<file path="config.mk">
export PLATFORM = sky130hd
export DESIGN_NAME = lcd_frame_streamer_flat
export DESIGN_NICKNAME = d
export VERILOG_FILES = /design/src/rtl/lcd_frame_streamer_if.sv /design/src/rtl/lcd_frame_streamer.sv /design/src/flat_wrapper.sv
export SDC_FILE = /design/constraint.sdc
export NUM_CORES = 1
export LEC_CHECK = 0
export CORE_ASPECT_RATIO = 1.2
export CORE_MARGIN = 4
export CORE_UTILIZATION = 42
export DETAILED_ROUTE_END_ITERATION = 10
export PLACE_DENSITY = 0.67
export SLEW_MARGIN = 20
export SYNTH_ARGS = -nofsm -noshare
export SYNTH_HDL_FRONTEND = slang
export SYNTH_SLANG_ARGS = --single-unit
</file>
<file path="constraint.sdc">
create_clock -name clk -period 10.6 [get_ports clk]
set_clock_uncertainty 0.15 [all_clocks]
set_input_delay 1.59 -clock clk [delete_from_list [all_inputs] [get_ports clk]]
set_output_delay 1.59 -clock clk [all_outputs]
set_load 0.005 [all_outputs]
</file>
<file path="src/rtl/lcd_frame_streamer_if.sv">
// Byte stream between the frame streamer and the KS0108 LCD controller.
// The streamer presents a column byte with its page/column address; the
// controller accepts it by raising en_tran while data_valid is high.
interface lcd_frame_streamer_if;
  logic [7:0] data_out;
  logic       data_valid;
  logic       en_tran;
  logic [2:0] page;
  logic [6:0] col;
  logic       half;

  modport master (
    output data_out,
    output data_valid,
    output page,
    output col,
    output half,
    input  en_tran
  );

  modport slave (
    input  data_out,
    input  data_valid,
    input  page,
    input  col,
    input  half,
    output en_tran
  );
endinterface

</file>
<file path="src/rtl/lcd_frame_streamer.sv">
// Renders the 10x10 game board into the 128x64 KS0108 frame as 1024 column
// bytes (page-major, then column). Each board cell becomes a CELL x CELL pixel
// block inside a fixed window; everything outside the window is blank.
// A redraw request latches the board into a snapshot so that the frame in
// flight never tears; requests arriving mid-frame collapse into one redraw.
module lcd_frame_streamer #(
  parameter int unsigned CELL  = 6,
  parameter int unsigned X_OFF = 34,
  parameter int unsigned Y_OFF = 2,
  parameter int unsigned GAP   = 1
) (
  input  logic                         clk,
  input  logic                         rst,
  input  logic [99:0]                  game_table,
  input  logic                         change,
  lcd_frame_streamer_if.master         lcd,
  output logic                         frame_busy,
  output logic                         frame_done
);

  localparam logic [7:0] X_LO      = 8'(X_OFF);
  localparam logic [7:0] X_HI      = 8'(X_OFF + 10 * CELL);
  localparam logic [7:0] Y_LO      = 8'(Y_OFF);
  localparam logic [7:0] Y_HI      = 8'(Y_OFF + 10 * CELL);
  localparam logic [7:0] CELL_W    = 8'(CELL);
  localparam logic [7:0] CELL_LAST = 8'(CELL - 1);

  typedef enum logic [2:0] {
    ST_IDLE    = 3'd0,
    ST_LOAD    = 3'd1,
    ST_PRESENT = 3'd2,
    ST_ADVANCE = 3'd3,
    ST_DONE    = 3'd4
  } state_t;

  state_t      state_r, state_s;
  logic [99:0] snapshot_r, snapshot_s;
  logic        pending_r, pending_s;
  logic [7:0]  data_r, data_s;
  logic        valid_r, valid_s;
  logic [2:0]  page_r, page_s;
  logic [6:0]  col_r, col_s;
  logic        busy_r, busy_s;
  logic        done_r, done_s;
  logic        last_s;
  logic [6:0]  col_inc_s;
  logic [2:0]  page_inc_s;

  // Column byte for (page, column) of the given board: bit b is pixel y = page*8+b.
  function automatic logic [7:0] column_byte(input logic [99:0] tbl,
                                             input logic [2:0]  pg,
                                             input logic [6:0]  cx);
    logic [7:0] result;
    logic [7:0] xw, yw, dx, dy, mx, my;
    logic [5:0] y;
    logic [3:0] r, c;
    logic [6:0] idx;
    logic       in_x, in_y, gap_ok;
    result = 8'd0;
    xw     = {1'b0, cx};
    in_x   = (xw >= X_LO) && (xw < X_HI);
    dx     = xw - X_LO;
    c      = 4'(dx / CELL_W);
    mx     = dx % CELL_W;
    for (int b = 0; b < 8; b++) begin
      y      = {pg, 3'(b)};
      yw     = {2'b00, y};
      in_y   = (yw >= Y_LO) && (yw < Y_HI);
      dy     = yw - Y_LO;
      r      = 4'(dy / CELL_W);
      my     = dy % CELL_W;
      // Cell index is only meaningful inside the window; the in_x/in_y
      // terms mask whatever the wrapped index selects outside it.
      idx    = 7'd99 - (7'd10 * {3'b000, r}) - {3'b000, c};
      gap_ok = (GAP == 32'd0) || ((mx != CELL_LAST) && (my != CELL_LAST));
      result[b] = in_x && in_y && gap_ok && tbl[idx];
    end
    return result;
  endfunction

  assign last_s     = (page_r == 3'd7) && (col_r == 7'd127);
  assign col_inc_s  = col_r + 7'd1;
  assign page_inc_s = page_r + {2'b00, (col_r == 7'd127)};

  assign lcd.data_out   = data_r;
  assign lcd.data_valid = valid_r;
  assign lcd.page       = page_r;
  assign lcd.col        = col_r;
  assign lcd.half       = col_r[6];
  assign frame_busy     = busy_r;
  assign frame_done     = done_r;

  // Next-state and next-output decode for the frame sequencer.
  always_comb begin
    state_s    = state_r;
    snapshot_s = snapshot_r;
    data_s     = data_r;
    valid_s    = valid_r;
    page_s     = page_r;
    col_s      = col_r;
    busy_s     = busy_r;
    done_s     = 1'b0;
    // Any request while a frame is in flight is remembered for one redraw.
    if (change && (state_r != ST_IDLE)) begin
      pending_s = 1'b1;
    end else begin
      pending_s = pending_r;
    end
    case (state_r)
      ST_IDLE: begin
        if (change) begin
          state_s   = ST_LOAD;
          busy_s    = 1'b1;
          pending_s = 1'b0;
        end else begin
          state_s   = ST_IDLE;
        end
      end
      ST_LOAD: begin
        // The first byte is built from game_table directly, since that is
        // exactly the value the snapshot captures on this same edge.
        snapshot_s = game_table;
        page_s     = 3'd0;
        col_s      = 7'd0;
        data_s     = column_byte(game_table, 3'd0, 7'd0);
        valid_s    = 1'b1;
        state_s    = ST_PRESENT;
      end
      ST_PRESENT: begin
        if (lcd.en_tran) begin
          valid_s = 1'b0;
          state_s = ST_ADVANCE;
        end else begin
          state_s = ST_PRESENT;
        end
      end
      ST_ADVANCE: begin
        if (last_s) begin
          state_s = ST_DONE;
          done_s  = 1'b1;
          busy_s  = 1'b0;
        end else begin
          col_s   = col_inc_s;
          page_s  = page_inc_s;
          data_s  = column_byte(snapshot_r, page_inc_s, col_inc_s);
          valid_s = 1'b1;
          state_s = ST_PRESENT;
        end
      end
      ST_DONE: begin
        // A request landing in this very cycle still gets its redraw.
        pending_s = 1'b0;
        if (pending_r || change) begin
          state_s = ST_LOAD;
          busy_s  = 1'b1;
        end else begin
          state_s = ST_IDLE;
        end
      end
      default: begin
        state_s   = ST_IDLE;
        valid_s   = 1'b0;
        busy_s    = 1'b0;
        pending_s = 1'b0;
      end
    endcase
  end

  // State, snapshot and registered outputs; reset returns everything to zero at once.
  always_ff @(posedge clk or posedge rst) begin
    if (rst) begin
      state_r    <= ST_IDLE;
      snapshot_r <= 100'd0;
      pending_r  <= 1'b0;
      data_r     <= 8'd0;
      valid_r    <= 1'b0;
      page_r     <= 3'd0;
      col_r      <= 7'd0;
      busy_r     <= 1'b0;
      done_r     <= 1'b0;
    end else begin
      state_r    <= state_s;
      snapshot_r <= snapshot_s;
      pending_r  <= pending_s;
      data_r     <= data_s;
      valid_r    <= valid_s;
      page_r     <= page_s;
      col_r      <= col_s;
      busy_r     <= busy_s;
      done_r     <= done_s;
    end
  end

endmodule
</file>
<file path="src/flat_wrapper.sv">
// flat-port wrapper written by rule: the top's interface ports become plain ports
module lcd_frame_streamer_flat 
#(
  parameter int unsigned CELL  = 6,
  parameter int unsigned X_OFF = 34,
  parameter int unsigned Y_OFF = 2,
  parameter int unsigned GAP   = 1
)
  (clk, rst, game_table, change, frame_busy, frame_done, lcd_data_out, lcd_data_valid, lcd_page, lcd_col, lcd_half, lcd_en_tran);
  lcd_frame_streamer_if lcd_i ();
  input  logic clk;
  input  logic rst;
  input  logic [99:0] game_table;
  input  logic change;
  output logic frame_busy;
  output logic frame_done;
  output wire logic [$bits(lcd_i.data_out)-1:0] lcd_data_out;
  output wire logic [$bits(lcd_i.data_valid)-1:0] lcd_data_valid;
  output wire logic [$bits(lcd_i.page)-1:0] lcd_page;
  output wire logic [$bits(lcd_i.col)-1:0] lcd_col;
  output wire logic [$bits(lcd_i.half)-1:0] lcd_half;
  input wire logic [$bits(lcd_i.en_tran)-1:0] lcd_en_tran;
  assign lcd_data_out = lcd_i.data_out;
  assign lcd_data_valid = lcd_i.data_valid;
  assign lcd_page = lcd_i.page;
  assign lcd_col = lcd_i.col;
  assign lcd_half = lcd_i.half;
  assign lcd_i.en_tran = lcd_en_tran;
  lcd_frame_streamer #(.CELL(CELL), .X_OFF(X_OFF), .Y_OFF(Y_OFF), .GAP(GAP)) u_core (.clk(clk), .rst(rst), .game_table(game_table), .change(change), .lcd(lcd_i), .frame_busy(frame_busy), .frame_done(frame_done));
endmodule
</file>
==> flow_metrics.tcl, run 1 <==
set metrics [dict create \
    status "complete, no violations" \
    setup_viol 0 \
    finalCriticalPeriod_ns 9.34 \
    synth_area_leaders "dfrtp_1, mux2i_1, mux4_2" \
    cp-start-kind "flip-flop" \
    crit_path_top_delay_cell "dfrtp_1" \
    worst_pin_slew_ns 1.06 \
    drt-total-wl_um 46300 \
    route.detailed.drc 0 \
    drtIter0Drc 1125 \
    synth_area_um2 14300 \
    num_rows 73 \
    cts_hold_buf 0 \
    die-area_um2 37100 \
    gp_congestion 1.05 \
    core_area_um2 33400 \
    grt_max_degree 119 \
    cts_made_buffers 17 \
    crit_type "flip-flop to flip-flop" \
    finalHoldViolations 0 \
    grt_pass1_vias 12700 \
    final_cell_mix "mux2i_1, nand2_1, clkdlybuf4s50_1, dfrtp_1, mux2_2" \
    antenna_found_initial 0 \
    antenna_cells 0 \
    die_h_um 210 \
    clk_path_buf_depth 2 \
    viasPerCell 6.29 \
    portBuffers 125 \
    endpoint "u_core.lcd.data_out[0]" \
    clkSlewWorstSetupHoldPaths_ns 0.06 \
    timing.rr.start "u_core.lcd.col[0]" \
    critPathArrivalTime_ns 9.50 \
    synthArstFlopShare 1.00 \
    hpwl_um 35600 \
    fp.dieW_um 177 \
    postSynthCellCount 1491 \
    fin_crit_sh 0.881 \
    grt_pass1_wl_um 72200 \
    final_common_cell "mux2i_1" \
    crit_path_start "u_core.lcd.col[0]" \
    yosysWarningCount 0 \
    grt_overflow 0 \
    pin_count 126 \
    synth-edff-count 0 \
    ys_ff_latch 125 \
    rsz0062_at_grt "no" \
    max_cap_violations 0 \
    path_max_fanout 19 \
    clock_latency_ns 0.45 \
    reg2reg_slack_ns 1.26 \
    reg2regPathDepth 31 \
    synth_ff_type "dfrtp_1" \
    post_cts_buffers 0 \
    htreeDepth 4 \
    synth_largest_area_cell "dfrtp_1" \
    drt_pre_antenna_iters 6 \
    yosysTopAreaCellShare 0.218 \
    slew_viol_final 0 \
    cp-end-kind "flip-flop" \
    fin_setup_tns_ns 0 \
    whs_ns 0.356 \
    ant_nets 0 \
    tritoncts "done" \
    num-fill-cells 3141 \
    path_common_cell "ha_1" \
    cts_sinks 125 \
    seq_area_frac_synth 0.218 \
    drive_above_1_share 0.170 \
    crit_required_ns 10.76 \
    rr_endpoint "u_core.lcd.data_out[0]" \
    synth_nets 1694 \
    relSlewSlack 0.271 \
    root_buffer "clkbuf_16" \
    fmax_mhz 107 \
    yosysUniqueCellTypes 83 \
    num-nets-final 1783 \
    postSynthAreaPerCell_um2 9.60 \
    hold_class "flip-flop to flip-flop" \
    area_growth_pct 15.8 \
    critPathMaxStageDelay_ns 0.61 \
    post_drt_wl_per_cell_um 22.7 \
    cts.repair.resized 0 \
    track_usage 0.247 \
    vias 12900 \
    start_util 0.428 \
]
[per-stage QoR]
step	cells	area, um2	util	setup slack [ns]
after floorplan	1491	14300	-	2.13
after global placement	2011	16000	0.478	1.48
after detailed placement	2011	16000	0.478	1.29
after CTS	2042	16600	0.496	1.28
after global routing	2042	16600	0.496	0.371
final	2042	16600	0.496	1.26
[cell families (layout without fill, tap and decap cells)]
kind of cell               after synthesis  in the layout  synth area share
AOI/OAI and AO/OA                      293            293             0.140
xor gates and xnor gates                67             67            0.0410
adders and majority gates               99             99            0.0923
buffers and inverters                  178            279            0.0556
DFF                                    125            125             0.218
muxes                                  379            379             0.338
other                                    2              2          0.000524
and+or+nand+nor                        348            348             0.114
[registers in the layout, summed over array words and instances, names as in the netlist]
signal                 flops
u_core.frame_busy          1
u_core.frame_done          1
u_core.lcd.col             7
u_core.lcd.data_out        8
u_core.lcd.data_valid      1
u_core.lcd.page            3
u_core.pending_r           1
u_core.snapshot_r        100
u_core.state_r             3
[worst min path at each step]
stage	startpoint	to	slack (ns)	depth (start not counted)
4_1_cts	u_core.snapshot_r[99]	u_core.snapshot_r[99]	0.36	1
6_report	u_core.snapshot_r[99]	u_core.snapshot_r[99]	0.36	1
5_1_grt	u_core.snapshot_r[99]	u_core.snapshot_r[99]	0.37	1
3_5_place_dp	u_core.snapshot_r[99]	u_core.snapshot_r[99]	0.35	1
3_3_place_gp	u_core.snapshot_r[97]	u_core.snapshot_r[97]	0.34	1
2_1_floorplan	u_core.snapshot_r[97]	u_core.snapshot_r[97]	0.33	1
[critical path: cells and delay by family, from the launching register on]
family | cells | cell delay (ns)
simple gates | 7 | 1.77
mux | 1 | 0.56
compound gates | 9 | 1.74
flops | 1 | 0.61
xor+xnor | 1 | 0.12
fa+ha+maj | 9 | 3.25
buf+inv | 4 | 0.98
[final cells by class]
class / count / area [um2] / share of cell area
multi-input combinational: 1188 / 10500 / 0.631
sequential: 125 / 3130 / 0.189
timing repair buffer: 154 / 1480 / 0.0893
tap: 450 / 563 / 0.0340
clock buffer: 17 / 425 / 0.0257
inverter: 94 / 355 / 0.0214
clock inverter: 14 / 170 / 0.0103
[per-layer routing]
| metal | up-vias | wire length (um) | track usage |
|---|---|---|---|
| li1 | 5774 | - | - |
| met1 | 6302 | 18400 | 0.308 |
| met2 | 610 | 22400 | 0.415 |
| met3 | 164 | 3000 | 0.0404 |
| met4 | 0 | 2510 | 0.119 |
| met5 | - | 0 | 0 |
[cell usage after synthesis, drive strengths merged (12+ instances only)]
cell	instances
o21ai	46
a31oi	17
clkbuf	55
nor2	69
a21oi	78
buf	29
a21o	18
nor4	12
xor2	20
nand3	30
inv	88
nor3	37
mux2	111
a211oi	17
and2	15
dfrtp	125
mux2i	195
xnor2	47
mux4	73
nand2	129
ha	88
Power of run 1 is left out: the tool's default activity adds up to more than one toggle a clock period on the data nets, which glitch-free logic cannot reach.
==> run 2, diff against run 1 <==
--- a/config.mk
+++ b/config.mk
@@ -5,6 +5,7 @@
 export SDC_FILE = /design/constraint.sdc
 export NUM_CORES = 1
 export LEC_CHECK = 0
+export CAP_MARGIN = 30
 export CORE_ASPECT_RATIO = 1.2
 export CORE_MARGIN = 4
 export CORE_UTILIZATION = 42
==> flow_metrics.tcl, run 2 (synthesis gave the netlist of run 1 again) <==
set metrics [dict create \
    fin_setup_tns_ns 0 \
    hpwl_um 35600 \
    clock_latency_ns 0.45 \
    finalCriticalPeriod_ns 9.47 \
    clkSlewWorstSetupHoldPaths_ns 0.07 \
    antenna_cells 0 \
    drtIter0Drc 897 \
    vias 12700 \
    area_growth_pct 16.2 \
    track_usage 0.247 \
    crit_required_ns 10.76 \
    rsz0062_at_grt "no" \
    fp.dieW_um 177 \
    grt_pass1_vias 12700 \
    cts_hold_buf 0 \
    final_common_cell "mux2i_1" \
    hold_class "flip-flop to flip-flop" \
    num-nets-final 1786 \
    crit_type "flip-flop to flip-flop" \
    core_area_um2 33400 \
    num_rows 73 \
    finalHoldViolations 0 \
    cts_sinks 125 \
    critPathArrivalTime_ns 9.64 \
    ant_nets 0 \
    cp-start-kind "flip-flop" \
    path_max_fanout 19 \
    tritoncts "done" \
    drt-total-wl_um 46300 \
    relSlewSlack 0.275 \
    gp_congestion 1.05 \
    post_cts_buffers 0 \
    slew_viol_final 0 \
    cp-end-kind "flip-flop" \
    pin_count 126 \
    fin_crit_sh 0.894 \
    max_cap_violations 0 \
    start_util 0.428 \
    grt_pass1_wl_um 72300 \
    setup_viol 0 \
    portBuffers 125 \
    top_register "u_core.snapshot_r" \
    clk_path_buf_depth 2 \
    antenna_found_initial 0 \
    fmax_mhz 106 \
    drive_above_1_share 0.172 \
    cts_made_buffers 17 \
    die_h_um 210 \
    post_drt_wl_per_cell_um 22.6 \
    worst_pin_slew_ns 1.06 \
    final_cell_mix "mux2i_1, nand2_1, clkdlybuf4s50_1, dfrtp_1, mux2_2" \
    critPathMaxStageDelay_ns 0.62 \
    largest_reg_flops 100 \
    root_buffer "clkbuf_16" \
    route.detailed.drc 0 \
    crit_path_top_delay_cell "dfrtp_1" \
    path_common_cell "ha_1" \
    grt_max_degree 119 \
    cts.repair.resized 0 \
    grt_overflow 0 \
    die-area_um2 37100 \
    viasPerCell 6.21 \
    drt_pre_antenna_iters 6 \
    htreeDepth 4 \
    status "complete, no violations" \
]
## run 2: path summary, 6_finish.rpt
path	start	to	slack [ns]	cells after the start
worst min-delay path	u_core.snapshot_r[99]	u_core.snapshot_r[99]	0.36	1
min in group asynchronous	rst	u_core.snapshot_r[16]	1.50	2
max in group asynchronous	rst	u_core.snapshot_r[6]	7.66	4
worst min register to register	u_core.snapshot_r[99]	u_core.snapshot_r[99]	0.36	1
worst max-delay path	u_core.lcd.col[0]	u_core.lcd.data_out[0]	1.13	31
worst max register to register	u_core.lcd.col[0]	u_core.lcd.data_out[0]	1.13	31
## run 2: layer usage
layer | track usage | up-vias | share of wire
met5 | 0 | - | 0
met3 | 0.0395 | 150 | 0.066
met4 | 0.125 | 0 | 0.054
li1 | - | 5791 | -
met2 | 0.415 | 587 | 0.48
met1 | 0.307 | 6168 | 0.40
## run 2: final cells by class
type                       instances  area [um2]
multi-input combinational       1188       10500
inverter                          94         355
clock buffer                      18         429
sequential                       125        3130
clock inverter                    14         181
tap                              450         563
fill                            3114       16800
timing repair buffer             157        1520
## run 2: metrics by stage
stage / cell area (um2) / setup slack [ns] / util / std cells / hold slack (ns)
CTS: 16600 / 1.18 / 0.497 / 2045 / 0.360
global route: 16600 / 0.391 / 0.498 / 2046 / 0.371
finish: 16600 / 1.13 / 0.498 / 2046 / 0.356
floorplan: 14300 / 2.13 / - / 1491 / 0.330
detailed placement: 16000 / 1.24 / 0.479 / 2013 / 0.345
global placement: 16000 / 1.48 / 0.478 / 2011 / 0.342
## run 2: worst max-delay path, delay by kind of cell, from the launching register on
family,cells,cell delay (ns)
adder cells (fa/ha/maj),9,3.31
multiplexers,1,0.56
buffers and inverters,4,1.02
flip-flops,1,0.62
AND/OR/NAND/NOR,7,1.78
AO/OA/AOI/OAI,9,1.77
XOR/XNOR,1,0.12
Power of run 2 is left out for the same reason.
==> run 3, diff against run 2 <==
--- a/config.mk
+++ b/config.mk
@@ -10,6 +10,8 @@
 export CORE_MARGIN = 4
 export CORE_UTILIZATION = 42
 export DETAILED_ROUTE_END_ITERATION = 10
+export GPL_ROUTABILITY_DRIVEN = 0
+export MAX_ROUTING_LAYER = met4
 export PLACE_DENSITY = 0.67
 export SLEW_MARGIN = 20
 export SYNTH_ARGS = -nofsm -noshare
==> flow_metrics.tcl, run 3 (synthesis gave the netlist of run 1 again) <==
set metrics [dict create \
    status "complete, no violations" \
    drtIter0Drc 1457 \
    htreeDepth 4 \
    rsz0062_at_grt "no" \
    fin_util 0.494 \
    num-nets-final 1780 \
    cp-start-kind "flip-flop" \
    hpwl_um 33900 \
    timing.rr.start "u_core.lcd.col[0]" \
    route.detailed.drc 0 \
    track_usage 0.245 \
    fin_cells 2038 \
    area_growth_pct 15.4 \
    hold_class "flip-flop to flip-flop" \
    tritoncts "done" \
    root_buffer "clkbuf_16" \
    crit_path_top_delay_cell "xnor2_1" \
    pin_count 126 \
    largest_reg_flops 100 \
    clkSlewWorstSetupHoldPaths_ns 0.06 \
    cp-end-kind "flip-flop" \
    post_drt_wl_per_cell_um 22.0 \
    cts_hold_buf 0 \
    cts_made_buffers 17 \
    holdPathEnd "u_core.snapshot_r[97]" \
    antenna_cells 0 \
    grt_pass1_vias 12700 \
    grt_overflow 0 \
    finalCriticalPeriod_ns 9.74 \
    reg2reg_slack_ns 0.86 \
    fin_crit_sh 0.919 \
    vias 12900 \
    final_cell_mix "mux2i_1, nand2_1, clkdlybuf4s50_1, dfrtp_1, mux2_2" \
    fin_setup_tns_ns 0 \
    die-area_um2 37100 \
    num-fill-cells 3100 \
    core_area_um2 33400 \
    ant_nets 0 \
    cp_top_family "adder cells" \
    start_util 0.428 \
    num_rows 73 \
    path_max_fanout 19 \
    min_from "u_core.snapshot_r[97]" \
    dp.cells 2007 \
    fmax_mhz 103 \
    drt_pre_antenna_iters 6 \
    worst_pin_slew_ns 0.980 \
    clock_latency_ns 0.44 \
    drive_above_1_share 0.165 \
    die_h_um 210 \
    cts_sinks 125 \
    setup_viol 0 \
    finalHoldViolations 0 \
    reg2regPathDepth 33 \
    crit_buf_inv 5 \
    critPathMaxStageDelay_ns 0.65 \
    top_register "u_core.snapshot_r" \
    grt_pass1_wl_um 70600 \
    portBuffers 125 \
    clk_path_buf_depth 2 \
    holdPathStages 1 \
    crit_required_ns 10.77 \
    critPathArrivalTime_ns 9.91 \
    cts.repair.resized 0 \
    slew_viol_final 0 \
    crit_type "flip-flop to flip-flop" \
    max_cap_violations 0 \
    grt_max_degree 119 \
    post_cts_buffers 0 \
    fp.dieW_um 177 \
    drt-total-wl_um 44900 \
    whs_ns 0.364 \
    antenna_found_initial 0 \
    path_common_cell "ha_1" \
    final_common_cell "mux2i_1" \
    rr_endpoint "u_core.lcd.data_out[0]" \
    relSlewSlack 0.346 \
    viasPerCell 6.31 \
]
[run 3: layout make-up]
| cell class | instances | area, um2 | share of cell area |
|---|---|---|---|
| sequential | 125 | 3130 | 0.189 |
| clock buffer | 24 | 472 | 0.0286 |
| timing repair buffer | 151 | 1480 | 0.0895 |
| clock inverter | 6 | 63.8 | 0.00386 |
| inverter | 94 | 355 | 0.0215 |
| multi-input combinational | 1188 | 10500 | 0.633 |
| tap | 450 | 563 | 0.0341 |
[run 3: per-layer routing]
| layer | vias to the layer above | part of all wire | wire length, um | GRT usage |
|---|---|---|---|---|
| met4 | 0 | 0.061 | 2740 | 0.131 |
| met5 | - | 0 | 0 | - |
| met3 | 171 | 0.075 | 3350 | 0.0422 |
| li1 | 5782 | - | - | - |
| met1 | 6245 | 0.39 | 17500 | 0.296 |
| met2 | 660 | 0.47 | 21300 | 0.393 |
[run 3: metrics by stage]
step	setup WS, ns	instance area (um2)
after detailed placement	1.15	16000
after global routing	0.133	16500
after CTS	1.05	16500
after global placement	1.40	15900
final	0.860	16500
after floorplan	2.13	14300
[run 3: how the worst max path moves through the flow]
stage	startpoint	to	slack (ns)	cells after the start
3_5_place_dp	u_core.lcd.col[0]	u_core.lcd.data_out[0]	1.15	31
4_1_cts	u_core.lcd.col[0]	u_core.lcd.data_out[0]	1.05	31
3_3_place_gp	u_core.lcd.col[0]	u_core.lcd.data_out[0]	1.40	31
2_1_floorplan	u_core.lcd.col[0]	u_core.lcd.data_out[0]	2.13	35
6_report	u_core.lcd.col[0]	u_core.lcd.data_out[0]	0.86	33
5_1_grt	u_core.lcd.col[0]	u_core.lcd.data_out[0]	0.13	33
[run 3: worst reg2reg max path: cells and delay by family, from the launching register on]
family / cells / cell delay, ns
buf+inv: 5 / 1.24
compound gates: 8 / 1.58
flops: 1 / 0.60
simple gates: 8 / 1.93
mux: 2 / 0.57
fa+ha+maj: 8 / 2.77
xor+xnor: 2 / 0.78
Power of run 3 is left out for the same reason.
